--- src/rtl/stopwatch_seq.sv ---
// BCD stopwatch sequencer: walks one shared CSA incrementer across the digits, one per clock.
// Optional lap/freeze display enabled by defining STOPWATCH_LAP_EN.

// Carry-select adder: low half ripples, high half is precomputed for both carry-ins.
module CSA #(
    parameter int W = 4
) (
    input  logic [W-1:0] a,
    input  logic [W-1:0] b,
    input  logic         ci,
    output logic [W-1:0] sum,
    output logic         co
);
    localparam int LO = W / 2;
    localparam int HI = W - LO;

    logic [LO:0] lo_s;
    logic [HI:0] hi0;
    logic [HI:0] hi1;

    assign lo_s = {1'b0, a[LO-1:0]} + {1'b0, b[LO-1:0]} + {{LO{1'b0}}, ci};
    assign hi0  = {1'b0, a[W-1:LO]} + {1'b0, b[W-1:LO]};
    assign hi1  = hi0 + {{HI{1'b0}}, 1'b1};
    assign sum  = {(lo_s[LO] ? hi1[HI-1:0] : hi0[HI-1:0]), lo_s[LO-1:0]};
    assign co   = lo_s[LO] ? hi1[HI] : hi0[HI];
endmodule

module stopwatch_seq #(
    parameter int DIGITS  = 4,
    parameter int TOP_MOD = 6
) (
    input  logic                clk,
    input  logic                reset_n,
    input  logic                tick,
    input  logic                start_stop,
    input  logic                clear,
    input  logic                lap,
    output logic [4*DIGITS-1:0] time_bcd,
    output logic                running,
    output logic                busy,
    output logic                wrap,
    output logic                missed_tick
`ifdef STOPWATCH_LAP_EN
    ,
    output logic                lap_active
`endif
);
    typedef enum logic [1:0] {IDLE, RUN, STEP} state_t;

    localparam int             IW   = (DIGITS > 1) ? $clog2(DIGITS) : 1;
    localparam logic [IW-1:0]  LAST = IW'(DIGITS - 1);

    state_t                    state, state_n;
    logic                      run_flag, run_n;
    logic                      pending, pend_n;
    logic                      miss_n;
    logic                      wrap_n;
    logic                      seq_done;
    logic [IW-1:0]             idx, idx_n;
    logic [DIGITS-1:0][3:0]    dig, dig_n;
    logic [3:0]                cur, r, modv;
    logic                      unused_co;

    assign cur  = dig[idx];
    assign modv = (idx == LAST) ? 4'(TOP_MOD) : 4'd10;

    CSA #(.W(4)) u_inc (
        .a   (cur),
        .b   (4'b0),
        .ci  (1'b1),
        .sum (r),
        .co  (unused_co)
    );

    always_ff @(posedge clk or negedge reset_n) begin
        if (!reset_n) begin
            state       <= IDLE;
            run_flag    <= 1'b0;
            pending     <= 1'b0;
            missed_tick <= 1'b0;
            wrap        <= 1'b0;
            idx         <= '0;
            dig         <= '0;
        end else begin
            state       <= state_n;
            run_flag    <= run_n;
            pending     <= pend_n;
            missed_tick <= miss_n;
            wrap        <= wrap_n;
            idx         <= idx_n;
            dig         <= dig_n;
        end
    end

    always_comb begin
        state_n  = state;
        run_n    = run_flag ^ start_stop;
        pend_n   = pending;
        miss_n   = missed_tick;
        wrap_n   = 1'b0;
        idx_n    = idx;
        dig_n    = dig;
        seq_done = 1'b0;
        if (clear) begin
            dig_n   = '0;
            pend_n  = 1'b0;
            miss_n  = 1'b0;
            idx_n   = '0;
            state_n = run_n ? RUN : IDLE;
        end else begin
            case (state)
                IDLE: if (run_n) state_n = RUN;
                RUN: begin
                    if (!run_n) state_n = IDLE;
                    else if (tick) begin
                        state_n = STEP;
                        idx_n   = '0;
                    end
                end
                STEP: begin
                    if (tick) begin
                        if (pending) miss_n = 1'b1;
                        pend_n = 1'b1;
                    end
                    if (r == modv) begin
                        dig_n[idx] = 4'd0;
                        if (idx != LAST) idx_n = idx + 1'b1;
                        else begin
                            wrap_n   = 1'b1;
                            seq_done = 1'b1;
                        end
                    end else begin
                        dig_n[idx] = r;
                        seq_done   = 1'b1;
                    end
                    // A tick landing on the final write cycle still counts as pending.
                    if (seq_done) begin
                        idx_n  = '0;
                        pend_n = 1'b0;
                        if (run_n && (pending || tick)) state_n = STEP;
                        else                            state_n = run_n ? RUN : IDLE;
                    end
                end
                default: state_n = IDLE;
            endcase
        end
    end

    assign busy    = (state == STEP);
    assign running = (state != IDLE);

`ifdef STOPWATCH_LAP_EN
    logic [4*DIGITS-1:0] lap_hold;
    logic                lap_on;

    always_ff @(posedge clk or negedge reset_n) begin
        if (!reset_n) begin
            lap_on   <= 1'b0;
            lap_hold <= '0;
        end else if (clear) begin
            lap_on <= 1'b0;
        end else if (lap) begin
            lap_on <= !lap_on;
            if (!lap_on) lap_hold <= dig;
        end
    end

    assign time_bcd   = lap_on ? lap_hold : dig;
    assign lap_active = lap_on;
`else
    logic unused_lap;
    assign unused_lap = lap;
    assign time_bcd   = dig;
`endif
endmodule

--- config.mk ---
export PLATFORM = sky130hd
export DESIGN_NAME = stopwatch_seq
export DESIGN_NICKNAME = d
export VERILOG_FILES = /design/src/rtl/stopwatch_seq.sv
export SDC_FILE = /design/constraint.sdc
export NUM_CORES = 1
export LEC_CHECK = 0
export BUFFER_PORTS_ARGS = -buffer_cell sky130_fd_sc_hd__buf_2
export CAP_MARGIN = 20
export CORE_ASPECT_RATIO = 1.2
export CORE_MARGIN = 3
export CORE_UTILIZATION = 49
export DETAILED_ROUTE_END_ITERATION = 8
export PLACE_DENSITY = 0.79
export RECOVER_POWER = 100
export SYNTH_ARGS = -nofsm -noshare
export SYNTH_HDL_FRONTEND = slang
export SYNTH_HIERARCHICAL = 1
export SYNTH_SLANG_ARGS = --single-unit
--- constraint.sdc ---
create_clock -name clk -period 2.9 [get_ports clk]
set_input_delay 0.87 -clock clk [delete_from_list [all_inputs] [get_ports clk]]
set_output_delay 0.87 -clock clk [all_outputs]
set_load 0.005 [all_outputs]
# After elaboration in Yosys (flattened, before gate mapping)
# Index checks and enable logic that the tools add are counted.
# W data, S select, Z words.
dict set report totals {
  register_bits 24
  inputBits 6
  output_inout_bits 20
  elab_cells 84
}
dict set report classes {
  add_sub_neg 3
  order_cmp 2
  n_eq_ne 12
  muxes 40
  bitwise_logic 3
  reduce_logical 14
}
# operator count
set op_table {}
lappend op_table {{$mux W16} 3}
lappend op_table {{$mux W2} 13}
lappend op_table {{$and A16 B16 Y16} 1}
lappend op_table {{$bwmux W16} 1}
lappend op_table {{$mux W1} 16}
lappend op_table {{$not A16 Y16} 1}
lappend op_table {{$mux W4} 3}
lappend op_table {{$ne A3 B3 Y1 const B} 3}
lappend op_table {{$bmux W4 S2} 1}
lappend op_table {{$demux W4 S2} 1}
lappend op_table {{$ne A4 B2 Y1 const B} 2}
lappend op_table {{$reduce_bool A2 Y1} 4}
lappend op_table {{$pmux W2 S3} 1}
lappend op_table {{$reduce_and A3 Y1} 2}
lappend op_table {{$reduce_bool A3 Y1} 2}
lappend op_table {{$reduce_and A5 Y1} 1}
lappend op_table {{$add A2 B1 Y2 const B} 2}
lappend op_table {{$eq A2 B2 Y1 const B} 2}
lappend op_table {{$eq A4 B4 Y1} 1}
lappend op_table {{$ne A4 B4 Y1 const B} 1}
lappend op_table {{$pmux W2 S2} 1}
lappend op_table {{$add A2 B1 Y3 const B} 1}
lappend op_table {{$lt A2 B3 Y1 const B} 1}
lappend op_table {{$ne A3 B2 Y1 const B} 1}
lappend op_table {{8 further kinds} 9}

# Logic depth before layout (Yosys ltp)
# Gate-level depths: netlist of the first run.
dict set report logic_depth {
  word_depth 11
  depth_mapped 14
  mapped_depth_nobuf 12
}

# Modules after synthesis
# The synthesis of the first run kept the hierarchy.
# mod instances cells_per_inst area_each_um2 seq_area_each_um2
set modules_own_cells {}
lappend modules_own_cells {stopwatch_seq 1 120 1292.5 600.6}
lappend modules_own_cells {CSA 1 19 151.4 0.0}

# Worst setup path after synthesis of the first run
# OpenSTA, ideal clock, no wires.
dict set report synth_path {
  path_type {register to register}
  start {reg idx[1]}
  end {reg state[0]}
  setup_time_ns 0.130
  t_arrival_ns 2.886
  required_ns 2.770
  slack_ns -0.116
  path_stages_with_launch 13
  path_buffers 2
  synth_period_minus_slack_ns 3.016
  cell_sequence {dfrtp_1 > buf_2 > mux4_2 > inv_1 > fa_1 > inv_1 > fa_1 > xor2_1 > ha_1 > nand4bb_2 > buf_4 > o21ai_1 > a21oi_1}
}
dict set report synth_between {
  elab_chain_cells 10
  elab_cells_between_ends 15
  cone_classes {add/sub: 2; eq/ne: 4; mux: 8; reduce/logical: 1}
}
# element line_no
set synth_lines {}
lappend synth_lines {{start, declared} 59} ;# logic [IW-1:0] idx, idx_n;
lappend synth_lines {{start signal, assigned} 90} ;# idx <= idx_n;
lappend synth_lines {{$bmux W4 S2} 64} ;# assign cur = dig[idx];
lappend synth_lines {{$mux W4 (implied by the code)} 64}
lappend synth_lines {{via cur[0]} 61} ;# logic [3:0] cur, r, modv;
lappend synth_lines {{$add A2 B1 Y3} 21} ;# assign lo_s = {1'b0, a[LO-1:0]} + {1'b0, b[LO-1:0]} + {{LO{1'b0}}, ci};
lappend synth_lines {{$mux W2} 24} ;# assign sum = {(lo_s[LO] ? hi1[HI-1:0] : hi0[HI-1:0]), lo_s[LO-1:0]};
lappend synth_lines {{via r[2]} 61}
lappend synth_lines {{$eq A4 B4 Y1} 125} ;# if (r == modv) begin
lappend synth_lines {{$mux W1} 125}
lappend synth_lines {{$mux W1} 111} ;# case (state)
lappend synth_lines {{$mux W1} 104} ;# if (clear) begin
lappend synth_lines {{$ne A3 B2 Y1 (no source line)} -}
lappend synth_lines {{$reduce_and A3 Y1 (no source line)} -}
lappend synth_lines {{end signal, assigned} 85} ;# state <= state_n;
lappend synth_lines {{end, declared} 53} ;# state_t state, state_n;
# The timed path passes the listed nets, and every way through them passes these cells. The select of a mux whose other input is x is not followed.
# A chain may end at the register's enable or synchronous reset.

# Final worst setup path of the first run
dict set report layout_path {
  start {reg idx[1]}
  end {reg dig (netlist bit time_bcd[11])}
}
dict set report layout_between {
  elab_cells_between_ends 19
  cone_classes {add/sub: 2; order compare: 2; eq/ne: 2; mux: 10; bitwise: 2; reduce/logical: 1}
}
# element line_no
set layout_lines {}
lappend layout_lines {{$bmux W4 S2} 64}
lappend layout_lines {{$mux W4 (implied by the code)} 64}
lappend layout_lines {{via cur[0]} 61}
lappend layout_lines {{$add A2 B1 Y3} 21}
lappend layout_lines {{$mux W2} 24}
lappend layout_lines {{via r[2]} 61}
lappend layout_lines {{$eq A4 B4 Y1} 125}
lappend layout_lines {{$mux W16} 125}
lappend layout_lines {{$mux W16} 111}
lappend layout_lines {{$mux W16} 104}
lappend layout_lines {{end signal, assigned} 91} ;# dig <= dig_n;
lappend layout_lines {{end, declared} 60} ;# logic [DIGITS-1:0][3:0] dig, dig_n;
# The timed path passes the listed nets, and every way through them passes these cells. The select of a mux whose other input is x is not followed.

==> flow_summary.ini, run 1 <==
[status]
outcome = finished, violations left
failed_checks = negative setup slack

[finish]
multi_input_area_um2 = 843
regArea_um2 = 601
fillers = 205
finalNonFillerCells = 210
antenna_cells = 0
layout.nets = 195
drive_gt1_share_pct = 33.3
syn_to_final_growth_pct = 26.3

[global_route]
track_usage_pct = 20.1
antenna_found_initial = 0
grt.met2_usage_pct = 35.1
grt_pass1_wl_um = 5650
gr-usage-met1_pct = 24.8
grt-ovfl-total = 0
busiest_layer = met2
grt_max_degree = 25
grt_pass1_vias = 1166
grt_util_met3_pct = 3.73

[floorplan]
initial_core_util_pct = 53.9
dieWidth_um = 55.3
die_h_um = 65.2
rows = 20
ioPinCount = 26
dieArea_um2 = 3600
coreArea_um2 = 2650

[detailed_routing]
via_per_inst = 5.60
dr_total_vias = 1175
drt_first_pass_iters = 4
wl_per_cell_um = 16.6
routed_wirelength_um = 3480
drcViolationCount = 0
drt_iter0_markers = 33
drtAntennaViolNets = 0

[sta]
worst_slew_pin_slew_ns = 1.32
setup_viol = 2
relSlewSlack_pct = 11.7
slew_viol_final = 0
min_period_over_period_pct = 100
min_period_ns = 2.91
clock.fmax_mhz = 344
finalClockSkew_ns = 0.00836
rsz0062_at_grt = true
hold_viol_final = 0
setup_ws_ns = -0.0109

[placed_design]
port_buffers = 24
place_hpwl_um = 2350
post-place-cells = 200
gp_congestion = 0.855

[setup_path]
cp_slowest_cell = mux4_2
startpoint = idx[1]
critPathKind = reg -> reg
required_ns = 3.11
critPathLaunchType = flop
worstRegToRegCells = 11
end_kind = flop
critPathArrivalTime_ns = 3.12
critPathMaxStageDelay_ns = 0.52
timing.rr.start = idx[1]
rrSetupSlack_ns = -0.01
cp_max_fo = 9
cp_cell_sequence = mux4_2 -> inv_2 -> fa_2 -> inv_2 -> fa_2 -> xor2_4 -> ha_4 -> nand4bb_4 -> buf_6 -> nand4_1 -> a21oi_1
cp-endpoint = time_bcd[11]
r2r-end = time_bcd[11]

[clocking]
cts_buffers = 3
clockBufferDepth = 2
cts_num_sinks = 24
worst_skew_pair.late_latency_ns = 0.33
htree_levels = 1
root_buffer = clkbuf_4
clkTransAtPathRegs_ns = 0.14
cts_tree = yes

[worst_hold_path]
min_path_type = reg -> reg

[power_and_ir_drop]
p_leak_nw = 0.839
ir_worst_vdd_v = 0.000340
p_per_area_nw_per_um2 = 477
p_total_uw = 860

[synth]
synth_warnings = 6
synth_cells = 137
avgSynthCellArea_um2 = 10.4
synth.cell_area_um2 = 1430

[job]
maxCapViolations = 0
layout make-up:
class	instances	share of cell area, %
Clock buffer	4	2.01
Sequential cell	24	33.3
Inverter	13	2.84
Timing Repair Buffer	39	12.8
Multi-Input combinational cell	97	46.7
Tap cell	33	2.29
critical path: cells and delay by family (launching register included):
kind            cells  cell delay, ns
fa+ha+maj           3            0.87
mux                 1            0.52
flops               1            0.41
simple gates        2            0.38
buf+inv             3            0.29
xor+xnor            1            0.26
compound gates      1            0.07
per-layer routing:
layer  vias to the layer above  wire [µm]
li1                        556          -
met1                       575       1480
met2                        37       1810
met3                         7        136
met4                         0         59
met5                         -          0
sequential cells by signal (all words and copies together) (netlist names):
signal / count
wrap: 1
state: 2
run_flag: 1
pending: 1
missed_tick: 1
time_bcd: 16
idx: 2
worst min path at each step:
stage | startpoint | end | slack, ns | cells after the start
finish | missed_tick | missed_tick | 0.53 | 2
global route | missed_tick | missed_tick | 0.57 | 2
CTS | reset_n | time_bcd[12] | 0.51 | 1
detailed placement | missed_tick | missed_tick | 0.50 | 2
global placement | missed_tick | missed_tick | 0.47 | 2
floorplan | missed_tick | missed_tick | 0.49 | 2
metrics by stage:
| step | utilization [%] | hold WS [ns] | worst slack, ns | setup TNS, ns | cell area (µm²) |
|---|---|---|---|---|---|
| after floorplan | - | 0.486 | -0.0230 | -0.0422 | 1450 |
| after global placement | 61.6 | 0.472 | -0.0936 | -0.613 | 1630 |
| after detailed placement | 61.6 | 0.503 | -0.118 | -1.18 | 1630 |
| after CTS | 64.8 | 0.514 | 0.00828 | 0 | 1720 |
| after global routing | 68.0 | 0.565 | -0.160 | -2.15 | 1800 |
| final | 68.0 | 0.533 | -0.0109 | -0.0135 | 1800 |
what timing repair did:
action | in CTS | in global routing
gates resized for setup | 8 | 10
buffers inserted | 0 | 6
pin swaps | 4 | 7
hold buffers | 0 | 0
setup endpoints to repair | 17 | 18
cell usage in the layout, fill, tap and decap left out, drive strengths merged, types with 4 or more instances in the layout:
master,instances
ha,8
nand4,12
nor2,8
clkbuf,14
nand2,13
inv,13
buf,29
a21oi,15
conb,5
nand3b,4
mux2i,4
mux4,4
dfrtp,24
report_power, final:
group / switching, mW / internal (mW)
Sequential: 0.0299 / 0.358
Clock: 0.106 / 0.0770
Combinational: 0.151 / 0.138
Total: 0.287 / 0.573
No activity file was read; power rests on OpenSTA's default activity.
==> run 2, diff against run 1 <==
--- a/config.mk
+++ b/config.mk
@@ -9,9 +9,9 @@
 export CAP_MARGIN = 20
 export CORE_ASPECT_RATIO = 1.2
 export CORE_MARGIN = 3
-export CORE_UTILIZATION = 49
+export CORE_UTILIZATION = 24
 export DETAILED_ROUTE_END_ITERATION = 8
-export PLACE_DENSITY = 0.79
+export PLACE_DENSITY = 0.47
 export RECOVER_POWER = 100
 export SYNTH_ARGS = -nofsm -noshare
 export SYNTH_HDL_FRONTEND = slang
==> flow_summary.ini, run 2 (synthesis results as in run 1) <==
[status]
outcome = finished, final reports clean

[finish]
largest_register_ffs = 16
final_cell_mix = dfrtp_1 (24), buf_2 (17), a21oi_1 (14)
antenna_cells = 0
layout_commonest_cell = dfrtp_1
fillers = 626
multi_input_area_um2 = 841
finalNonFillerCells = 257
drive_gt1_share_pct = 34.5
layout.nets = 195
syn_to_final_growth_pct = 31.8
final_core_util_pct = 33.0
regArea_um2 = 601

[sta]
finalClockSkew_ns = 0.00610
clock.fmax_mhz = 351
rsz0062_at_grt = true
hold_slack_ns = 0.511
min_period_ns = 2.85
setup_ws_ns = 0.0508
setup_viol = 0
hold_viol_final = 0
worst_slew_pin_slew_ns = 1.32
relSlewSlack_pct = 11.9
min_period_over_period_pct = 98.2
slew_viol_final = 0

[setup_path]
rrSetupSlack_ns = 0.05
cp_max_fo = 4
critPathArrivalTime_ns = 2.98
worstRegToRegCells = 12
critPathLaunchType = flop
required_ns = 3.03
timing.rr.start = idx[1]
r2r-end = time_bcd[9]
end_kind = flop
critPathKind = reg -> reg

[detailed_routing]
drt_first_pass_iters = 4
routed_wirelength_um = 3580
drcViolationCount = 0
via_per_inst = 4.51
wl_per_cell_um = 13.9
drtAntennaViolNets = 0
drt_iter0_markers = 78
dr_total_vias = 1158

[floorplan]
ioPinCount = 26
initial_core_util_pct = 25.0
dieWidth_um = 76.4
die_h_um = 90.5
rows = 30
dieArea_um2 = 6920
coreArea_um2 = 5710

[global_route]
grt-ovfl-total = 0
grt_pass1_wl_um = 5690
track_usage_pct = 10.3
grt_util_met3_pct = 0.998
busiest_layer = met2
grt_pass1_vias = 1107
grt_max_degree = 25
grt.met2_usage_pct = 17.9
gr-usage-met1_pct = 13.4
antenna_found_initial = 0

[power_and_ir_drop]
ir_worst_vdd_v = 0.000152
p_leak_nw = 0.859
p_per_area_nw_per_um2 = 485
p_total_uw = 913

[worst_hold_path]
hp-start = missed_tick
hold_end = missed_tick
min_path_type = reg -> reg
hold_path_depth = 2

[clocking]
cts_tree = yes
htree_levels = 1
cts_buffers = 3
cts_num_sinks = 24
clockBufferDepth = 2
clkTransAtPathRegs_ns = 0.09
worst_skew_pair.late_latency_ns = 0.27
root_buffer = clkbuf_8

[job]
maxCapViolations = 0

[placed_design]
dp_slack_ns = -0.106
place_hpwl_um = 2500
port_buffers = 24
gp_congestion = 0.761
post-place-cells = 249
[run 2: cell count changes in the layout (fill, tap and decap cells not counted), moves of 2 or more]
| cell | previous run | this run |
|---|---|---|
| inv_1 | 10 | 8 |
| inv_2 | 2 | 4 |
| clkbuf_4 | 6 | 3 |
| clkbuf_8 | 1 | 4 |
[run 2: layout make-up]
| type | instances | area share (%) |
|---|---|---|
| Inverter | 13 | 2.72 |
| Sequential cell | 24 | 31.9 |
| Clock buffer | 4 | 2.92 |
| Tap cell | 80 | 5.32 |
| Timing Repair Buffer | 39 | 12.5 |
| Multi-Input combinational cell | 97 | 44.7 |
[run 2: through the flow]
step	setup TNS, ns	cell area (µm²)
after CTS	0	1830
after global routing	-0.399	1880
after detailed placement	-0.957	1710
final	0	1880
after floorplan	-0.0422	1450
after global placement	-0.728	1710
[run 2: layer usage]
| layer | wire, µm | up-vias |
|---|---|---|
| li1 | - | 556 |
| met1 | 1640 | 577 |
| met2 | 1810 | 23 |
| met3 | 92 | 2 |
| met4 | 37 | 0 |
| met5 | 0 | - |
[run 2: repair_timing]
| action | CTS | global route |
|---|---|---|
| hold buffers | 0 | 0 |
| endpoints found under the setup margin | 16 | 17 |
| resized for setup | 10 | 10 |
| pin swaps | 5 | 12 |
| buffers inserted | 1 | 3 |
[run 2: how the worst max path moves through the flow]
| stage | to | from |
|---|---|---|
| final | time_bcd[9] | idx[1] |
| after global routing | idx[1] | idx[1] |
| after detailed placement | idx[0] | idx[1] |
| after CTS | time_bcd[5] | idx[1] |
| after floorplan | state[0] | idx[1] |
| after global placement | idx[0] | idx[1] |
[run 2: power by group]
part / leakage [nW] / internal (mW) / switching, mW
combinational: 0.500 / 0.143 / 0.149
clock: 0.0288 / 0.121 / 0.110
sequential: 0.330 / 0.358 / 0.0315
[run 2: critical path: stages, from the launching register on]
cell     delay, ns
dfrtp_1       0.41
buf_6         0.15
mux4_2        0.33
inv_2         0.04
fa_1          0.50
inv_2         0.09
ha_4          0.20
nand2_4       0.07
o21ai_4       0.07
ha_4          0.27
or3b_4        0.40
nand4_1       0.12
a21oi_1       0.07
